<file path="config.mk">
export PLATFORM = sky130hd
export DESIGN_NAME = fetch_queue
export DESIGN_NICKNAME = d
export VERILOG_FILES = /design/src/rtl/fetch_queue.sv
export SDC_FILE = /design/constraint.sdc
export NUM_CORES = 1
export LEC_CHECK = 0
export BUFFER_PORTS_ARGS = -buffer_cell sky130_fd_sc_hd__buf_2
export CAP_MARGIN = 30
export CORE_ASPECT_RATIO = 2
export CORE_MARGIN = 2
export CORE_UTILIZATION = 55
export CTS_CLUSTER_SIZE = 14
export DETAILED_ROUTE_END_ITERATION = 7
export PLACE_DENSITY = 0.76
export SLEW_MARGIN = 20
export SYNTH_ARGS = -nofsm -noshare
export SYNTH_HDL_FRONTEND = slang
export SYNTH_SLANG_ARGS = --single-unit
</file>
<file path="constraint.sdc">
create_clock -name clk -period 10.9 [get_ports clk]
set_input_delay 0.545 -clock clk [delete_from_list [all_inputs] [get_ports clk]]
set_output_delay 0.545 -clock clk [all_outputs]
set_load 0.01 [all_outputs]
</file>
<file path="src/rtl/fetch_queue.sv">
// fetch_queue: instruction fetch stage between the cache and the decoder.
// After reset it reads the reset vector (low byte at 0xFFFC, high byte at
// 0xFFFD), then streams bytes from the cache into a DEPTH-entry FIFO that
// the decoder drains one byte per cycle. A flush empties the FIFO and
// redirects fetch to a branch target.
//
// Ports:
//   clk, rst        - clock; asynchronous active-high reset
//   cache_hit       - cache holds the byte at fetch_addr (same cycle)
//   cache_data      - byte at fetch_addr, valid with cache_hit
//   flush           - branch taken: empty the queue, fetch from flush_addr
//   flush_addr      - branch target
//   pop             - decoder consumes the head byte this cycle
//   fetch_addr      - address presented to the cache
//   fetch_req       - combinational cache read request
//   byte_out        - head byte
//   byte_pc         - address the head byte was fetched from
//   valid           - queue not empty
//   count           - occupancy 0..DEPTH
//   pc_inc          - registered one-cycle pulse per byte accepted
//   dbg_state       - current fetch state (0 VEC_LO, 1 VEC_HI, 2 RUN)
//
// Handshake: a queue push happens on a rising edge where fetch_req and
// cache_hit are both high in RUN; a pop happens on a rising edge where pop
// and valid are both high. flush overrides both in the same cycle.
module fetch_queue #(
  parameter int DEPTH = 4,
  parameter int AW    = 16
) (
  input  logic          clk,
  input  logic          rst,
  input  logic          cache_hit,
  input  logic [7:0]    cache_data,
  input  logic          flush,
  input  logic [AW-1:0] flush_addr,
  input  logic          pop,
  output logic [AW-1:0] fetch_addr,
  output logic          fetch_req,
  output logic [7:0]    byte_out,
  output logic [AW-1:0] byte_pc,
  output logic          valid,
  output logic [3:0]    count,
  output logic          pc_inc,
  output logic [1:0]    dbg_state
);

  localparam int PW = $clog2(DEPTH);
  localparam logic [AW-1:0] VEC_LO_ADDR = AW'(16'hFFFC);
  localparam logic [AW-1:0] VEC_HI_ADDR = AW'(16'hFFFD);

  typedef enum logic [1:0] {
    VEC_LO = 2'd0,
    VEC_HI = 2'd1,
    RUN    = 2'd2
  } state_e;

  state_e        state_q, state_d;
  logic [AW-1:0] fetch_addr_q, fetch_addr_d;
  logic [7:0]    vec_lo_q, vec_lo_d;
  logic [PW-1:0] head_q, head_d;
  logic [PW-1:0] tail_q, tail_d;
  logic [3:0]    count_q, count_d;
  logic          pc_inc_q, pc_inc_d;

  logic [7:0]    data_q [DEPTH];
  logic [AW-1:0] pc_q   [DEPTH];

  logic full;
  logic push;
  logic do_pop;

  assign full = (count_q == 4'(DEPTH));

  // No bypass: a full queue never requests, even with a pop this cycle.
  // Gated by rst so the request drops the moment reset is asserted.
  always_comb begin
    fetch_req = 1'b0;
    if (!rst) begin
      if (state_q == RUN) fetch_req = !full && !flush;
      else                fetch_req = 1'b1;
    end
  end

  assign push   = (state_q == RUN) && fetch_req && cache_hit;
  assign do_pop = pop && (count_q != 4'd0) && !flush;

  always_comb begin
    state_d      = state_q;
    fetch_addr_d = fetch_addr_q;
    vec_lo_d     = vec_lo_q;
    head_d       = head_q;
    tail_d       = tail_q;
    count_d      = count_q;
    pc_inc_d     = 1'b0;
    if (flush) begin
      state_d      = RUN;
      fetch_addr_d = flush_addr;
      head_d       = '0;
      tail_d       = '0;
      count_d      = 4'd0;
    end else begin
      case (state_q)
        VEC_LO: begin
          if (cache_hit) begin
            vec_lo_d     = cache_data;
            fetch_addr_d = VEC_HI_ADDR;
            state_d      = VEC_HI;
          end
        end
        VEC_HI: begin
          if (cache_hit) begin
            fetch_addr_d = AW'({cache_data, vec_lo_q});
            state_d      = RUN;
          end
        end
        RUN: begin
          // Pointers wrap naturally since DEPTH is a power of two.
          if (push) begin
            tail_d       = tail_q + 1'b1;
            fetch_addr_d = fetch_addr_q + 1'b1;
            pc_inc_d     = 1'b1;
          end
          if (do_pop) head_d = head_q + 1'b1;
          count_d = count_q + {3'b000, push} - {3'b000, do_pop};
        end
        default: state_d = VEC_LO;
      endcase
    end
  end

  always_ff @(posedge clk or posedge rst) begin
    if (rst) begin
      state_q      <= VEC_LO;
      fetch_addr_q <= VEC_LO_ADDR;
      vec_lo_q     <= 8'h00;
      head_q       <= '0;
      tail_q       <= '0;
      count_q      <= 4'd0;
      pc_inc_q     <= 1'b0;
      // Storage is cleared so the head outputs are never X after reset.
      for (int i = 0; i < DEPTH; i++) begin
        data_q[i] <= 8'h00;
        pc_q[i]   <= '0;
      end
    end else begin
      state_q      <= state_d;
      fetch_addr_q <= fetch_addr_d;
      vec_lo_q     <= vec_lo_d;
      head_q       <= head_d;
      tail_q       <= tail_d;
      count_q      <= count_d;
      pc_inc_q     <= pc_inc_d;
      if (push) begin
        data_q[tail_q] <= cache_data;
        pc_q[tail_q]   <= fetch_addr_q;
      end
    end
  end

  assign fetch_addr = fetch_addr_q;
  assign byte_out   = data_q[head_q];
  assign byte_pc    = pc_q[head_q];
  assign valid      = (count_q != 4'd0);
  assign count      = count_q;
  assign pc_inc     = pc_inc_q;
  assign dbg_state  = state_q;

endmodule

</file>
Word level (Yosys, flattened, before mapping):

Index checks and enable logic that the tools add are counted.
Widths: inputs -> output; s select.

* muxes and demuxes: 34
* add/subtract/negate cells: 5
* order comparisons: 3
* eq/ne operators: 7
* bitwise logic cells: 3
* reduce and logical (&&, ||, !) cells: 19

Operators by type and width (count)
* $mux 16: 7
* $bwmux 64: 1
* $pmux 16 s3: 1
* $bmux 16 s2: 1
* $bwmux 32: 1
* $demux 16 s2: 1
* $mux 8: 3
* $mux 2: 9
* $add 16x1->16 const B: 1
* $bmux 8 s2: 1
* $demux 8 s2: 1
* $ne 3x3->1 const B: 3
* $mux 4: 2
* $reduce_bool 4->1: 2
* $ge 3x3->1 const B: 2
* $logic_and 1x1->1: 6
* $not 2->3: 2
* $pmux 2 s3: 1
* $reduce_and 3->1: 2
* $reduce_bool 2->1: 3
* $mux 1: 5
* $add 2x1->2 const B: 2
* $add 4x1->4: 1
* $eq 4x3->1 const B: 1
* 10 further kinds: 12

* logic and storage cells: 86
* register bits: 131
* input bits: 29
* output and inout bits: 49

Depth between registers and ports, before layout:

* depth in word-level cells: 11
* depth in mapped cells: 14
* gate-level depth less buffers: 12

Worst setup path after synthesis:

No wires, ideal clock.

* kind: flip-flop to flip-flop
* start point: register state_q[0] (netlist: dbg_state[0])
* end point: register count_q[2] (netlist: count[2])
* period minus slack after synthesis: 2.678 ns
* data arrival time: 2.584 ns
* path slack: 8.222 ns
* stages on the path, launching flop included: 14
* library setup time: 0.094 ns
* cell sequence: dfrtp_1 -> inv_1 -> ha_1 -> nand2b_1 -> buf_2 -> nor4b_2 -> buf_4 -> inv_2 -> ha_1 -> inv_1 -> ha_1 -> fa_1 -> xnor2_1 -> a211oi_1

* word-level cells in the longest chain between the ends: 9
* elaborated cells on any way between the ends: 10
* classes of those cells: add/sub: 2; eq/ne: 1; mux: 4; reduce/logical: 3

RTL lines
* start: declaration: line 57 `state_e state_q, state_d;`
* start signal: assignment: line 146 `state_q <= state_d;`
* $eq 2x2->1 (*): line 79, 84, 102
* $mux 1: line 79 `if (state_q == RUN) fetch_req = !full && !flush;`
* $mux 1: line 78 `if (!rst) begin`
* $logic_and 1x1->1 (2 in series): line 84 `assign push = (state_q == RUN) && fetch_req && cache_hit;`
* $add 4x1->4: line 124 `count_d = count_q + {3'b000, push} - {3'b000, do_pop};`
* $sub 4x1->4: line 124
* $mux 4: line 102 `case (state_q)`
* $mux 4: line 95 `if (flush) begin`
* end signal: assignment: line 151 `count_q <= count_d;`
* end: declaration: line 62 `logic [3:0] count_q, count_d;`

Mark *: on every way between the ends. The rest lies on a longest branch, timed or not. The select of a mux whose other input is x is not followed.
A chain may end at the register's enable or synchronous reset.

Worst setup path in the final report:

Ends and elaborated chain as after synthesis.

==> run_results.csv <==
group,metric,value,unit
power_and_ir_drop,leakage,3.58,nW
floorplanning,start_util,56.0,%
placed_design,portBuffers,77,
synth,synth.net_count,537,
timing,slew_headroom,42.9,%
clock_network,cts_resized,0,
hold_path,hold_path_class,"in2async",
clock_network,cts_made_buffers,17,
synth,syn_inst,493,
power_and_ir_drop,peakVddDrop,0.000147,V
synth,syn_area_per_cell,13.2,um2
grt,overflow,0,
synth,ys_warn_count,0,
floorplanning,die_w,81.0,um
clock_network,cts.htree.levels,4,
timing,fmax,260,MHz
timing,finalSetupViolations,0,
clock_network,clock_latency,0.42,ns
timing,fin_worst_skew,0.00932,ns
drt,drt-vias-per-instance,6.24,
timing,setup-tns-final,0,ns
final_layout,area_growth,15.9,%
grt,antenna_found_initial,0,
critical_path,required,11.22,ns
final_layout,diodes,0,
clock_network,clk_path_buf_depth,2,
power_and_ir_drop,cellPowerDensity,261,mW/mm2
timing,period_share,35.3,%
drt,drtIter0Drc,338,
floorplanning,core_area,0.0116,mm2
synth,yosys.area.top_type,"dfrtp_1",
clock_network,cts-hold-fix-buffers,0,
clock_network,root_buffer,"clkbuf_16",
drt,wl_per_cell,22.0,um
clock_network,cts_sinks,131,
synth,async_flop_share,100,%
floorplanning,die_h,158,um
clock_network,path_clk_slew,0.06,ns
timing,maxSlewViolCount,0,
timing,final.min_clock_period,3.85,ns
outcome,status,"finished, final reports clean",
critical_path,cp.arrival,4.17,ns
grt,grt_pass1_vias,4789,
floorplanning,die_area,0.0128,mm2
critical_path,cp-end-kind,"register",
synth,yosys-top-cells-area,"dfrtp_1 45%, mux2_1 18%, mux4_2 8.3%",
critical_path,crit_type,"reg2reg",
grt,grt_max_degree,70,
drt,drc,0,
synth,ys_types,52,
grt,grt_pass1_wl,25.1,mm
critical_path,cp_max_fo,23,
drt,drt-pass1-iter-count,5,
synth,netlist_area,0.00651,mm2
placed_design,finalWeightedCongestion,0.867,
floorplanning,io_pins,78,
clock_network,cts_tree,"built",
floorplanning,num_rows,56,
synth,ys_seq_elements,131,
critical_path,start_kind,"register",
final_layout,layout-drive-gt1-share,28.4,%
drt,detail-route-antenna-nets,0,
drt,wl,15.7,mm
timing,worst_slew_pin_slew,0.857,ns
placed_design,place_area,0.00691,mm2
synth,yosysSeqAreaShare,50.6,%
synth,synth_top_area_share,44.9,%
final_layout,fin_area,0.00755,mm2
grt,grt_usage,26.7,%
timing,hold_viol,0,
final_layout,layout.nets,601,
clock_network,post_cts_buffers,0,
run,maxCapViolations,0,
synth,synthFlopType,"dfrtp_1",
timing,rsz0062_at_grt,"false",
placed_design,dp_hpwl,10.4,mm
synth,synth_edf_count,0,
drt,vias,4464,
-- synthesized netlist by cell type, drive strengths merged (2+ instances only) --
cell type	number
dfrtp	117
mux2	105
mux4	24
nor2	23
clkbuf	20
nand2	20
buf	17
inv	17
a21oi	15
dfstp	14
ha	14
o22ai	12
o2bb2ai	9
nor3	7
o21ai	7
nand2b	6
nand3	6
nor2b	6
nand4	5
a31oi	4
mux2i	4
nor4	4
a22o	3
xnor2	3
a211oi	2
a221o	2
a221oi	2
a32o	2
and3	2
nand3b	2
o2111ai	2
o31ai	2
xor2	2
-- per-stage QoR --
step | total power, mW | util (%) | std cells | hold WS, ns | worst slack [ns]
floorplan | 1.16 | - | 493 | 0.459 | 6.88
global placement | 1.34 | 59.4 | 682 | 0.468 | 7.23
detailed placement | 1.37 | 59.4 | 682 | 0.477 | 7.12
CTS | 1.98 | 64.7 | 714 | 0.382 | 7.08
global route | 2.08 | 64.9 | 715 | 0.422 | 6.81
finish | 1.97 | 64.9 | 715 | 0.343 | 7.05
-- sequential cells by signal (all words and copies together) (netlist names) --
register,flops
pc_inc,1
head_q,2
count,4
pc_q,64
data_q,32
tail_q,2
vec_lo_q,8
fetch_addr,16
dbg_state,2
-- where the power goes --
| part | internal (mW) | switching (mW) |
|---|---|---|
| logic | 0.312 | 0.272 |
| registers | 0.650 | 0.140 |
| clock network | 0.377 | 0.222 |
| total | 1.34 | 0.634 |
-- metal layers --
metal	vias up	GRT usage (%)	wire, um
met5	-	0	0
met4	0	14.8	790
met3	51	5.47	744
met2	173	46.2	8440
met1	2291	30.2	5740
li1	1949	-	-
-- cell usage in the layout, fill, tap and decap left out, types with 4 or more instances in the layout --
cell	instances
a21oi_1	15
o22ai_1	12
mux4_2	24
o21ai_0	5
dfrtp_1	116
nand3_1	6
clkbuf_16	17
nor2b_1	6
nor3_1	7
a31oi_1	4
nand2b_1	6
mux2_1	105
nand2_1	16
ha_1	14
nand4_1	5
buf_4	4
mux2i_1	4
o2bb2ai_1	9
inv_1	13
buf_2	77
nor2_1	23
nor4_1	4
inv_6	5
dfstp_2	14
nand2_4	4
-- kinds of logic (layout without fill, tap and decap cells) --
| group | count (synthesis) | count (layout) | synth area share (%) |
|---|---|---|---|
| buffers and inverters | 54 | 131 | 4.19 |
| muxes | 133 | 133 | 27.1 |
| AOI/OAI and AO/OA | 70 | 70 | 7.43 |
| adders and majority gates | 15 | 15 | 3.00 |
| DFF | 131 | 131 | 50.6 |
| and+or+nand+nor | 85 | 85 | 7.05 |
| xor gates and xnor gates | 5 | 5 | 0.672 |
-- worst paths after layout --
| check | start | endpoint | slack [ns] | cells after the start |
|---|---|---|---|---|
| worst min-delay path | rst | pc_q[0]$_DFFE_PP0P_ | 0.34 | 2 |
| max in group asynchronous | rst | data_q[14]$_DFFE_PP0P_ | 9.25 | 3 |
| min in group clk | cache_data[7] | data_q[15]$_DFFE_PP0P_ | 0.43 | 2 |
| worst max-delay path | dbg_state[0]$_DFFE_PP0P_ | count[2]$_DFFE_PP0P_ | 7.05 | 12 |
| worst min register to register | pc_q[22]$_DFFE_PP0P_ | pc_q[22]$_DFFE_PP0P_ | 0.49 | 1 |
| worst max register to register | dbg_state[0]$_DFFE_PP0P_ | count[2]$_DFFE_PP0P_ | 7.05 | 12 |
-- final cells by class --
class                   count  area, um2
well taps                 145        181
flip-flops and latches    131       3300
repair buffers             82        435
clock buffers              20        457
inverters                  17       66.3
clock inverters            12        168
fillers                   906       4080
multi-input cells         308       2950
-- worst max-delay path: stages (launching register included) --
cell,delay (ns)
dfrtp_1,0.41
inv_1,0.11
ha_1,0.73
nand2b_1,0.60
nor4b_2,0.34
buf_4,0.26
inv_2,0.04
ha_1,0.26
inv_1,0.04
ha_1,0.20
fa_1,0.38
xnor2_1,0.13
a211oi_1,0.22
No activity file was read; power rests on OpenSTA's default activity.
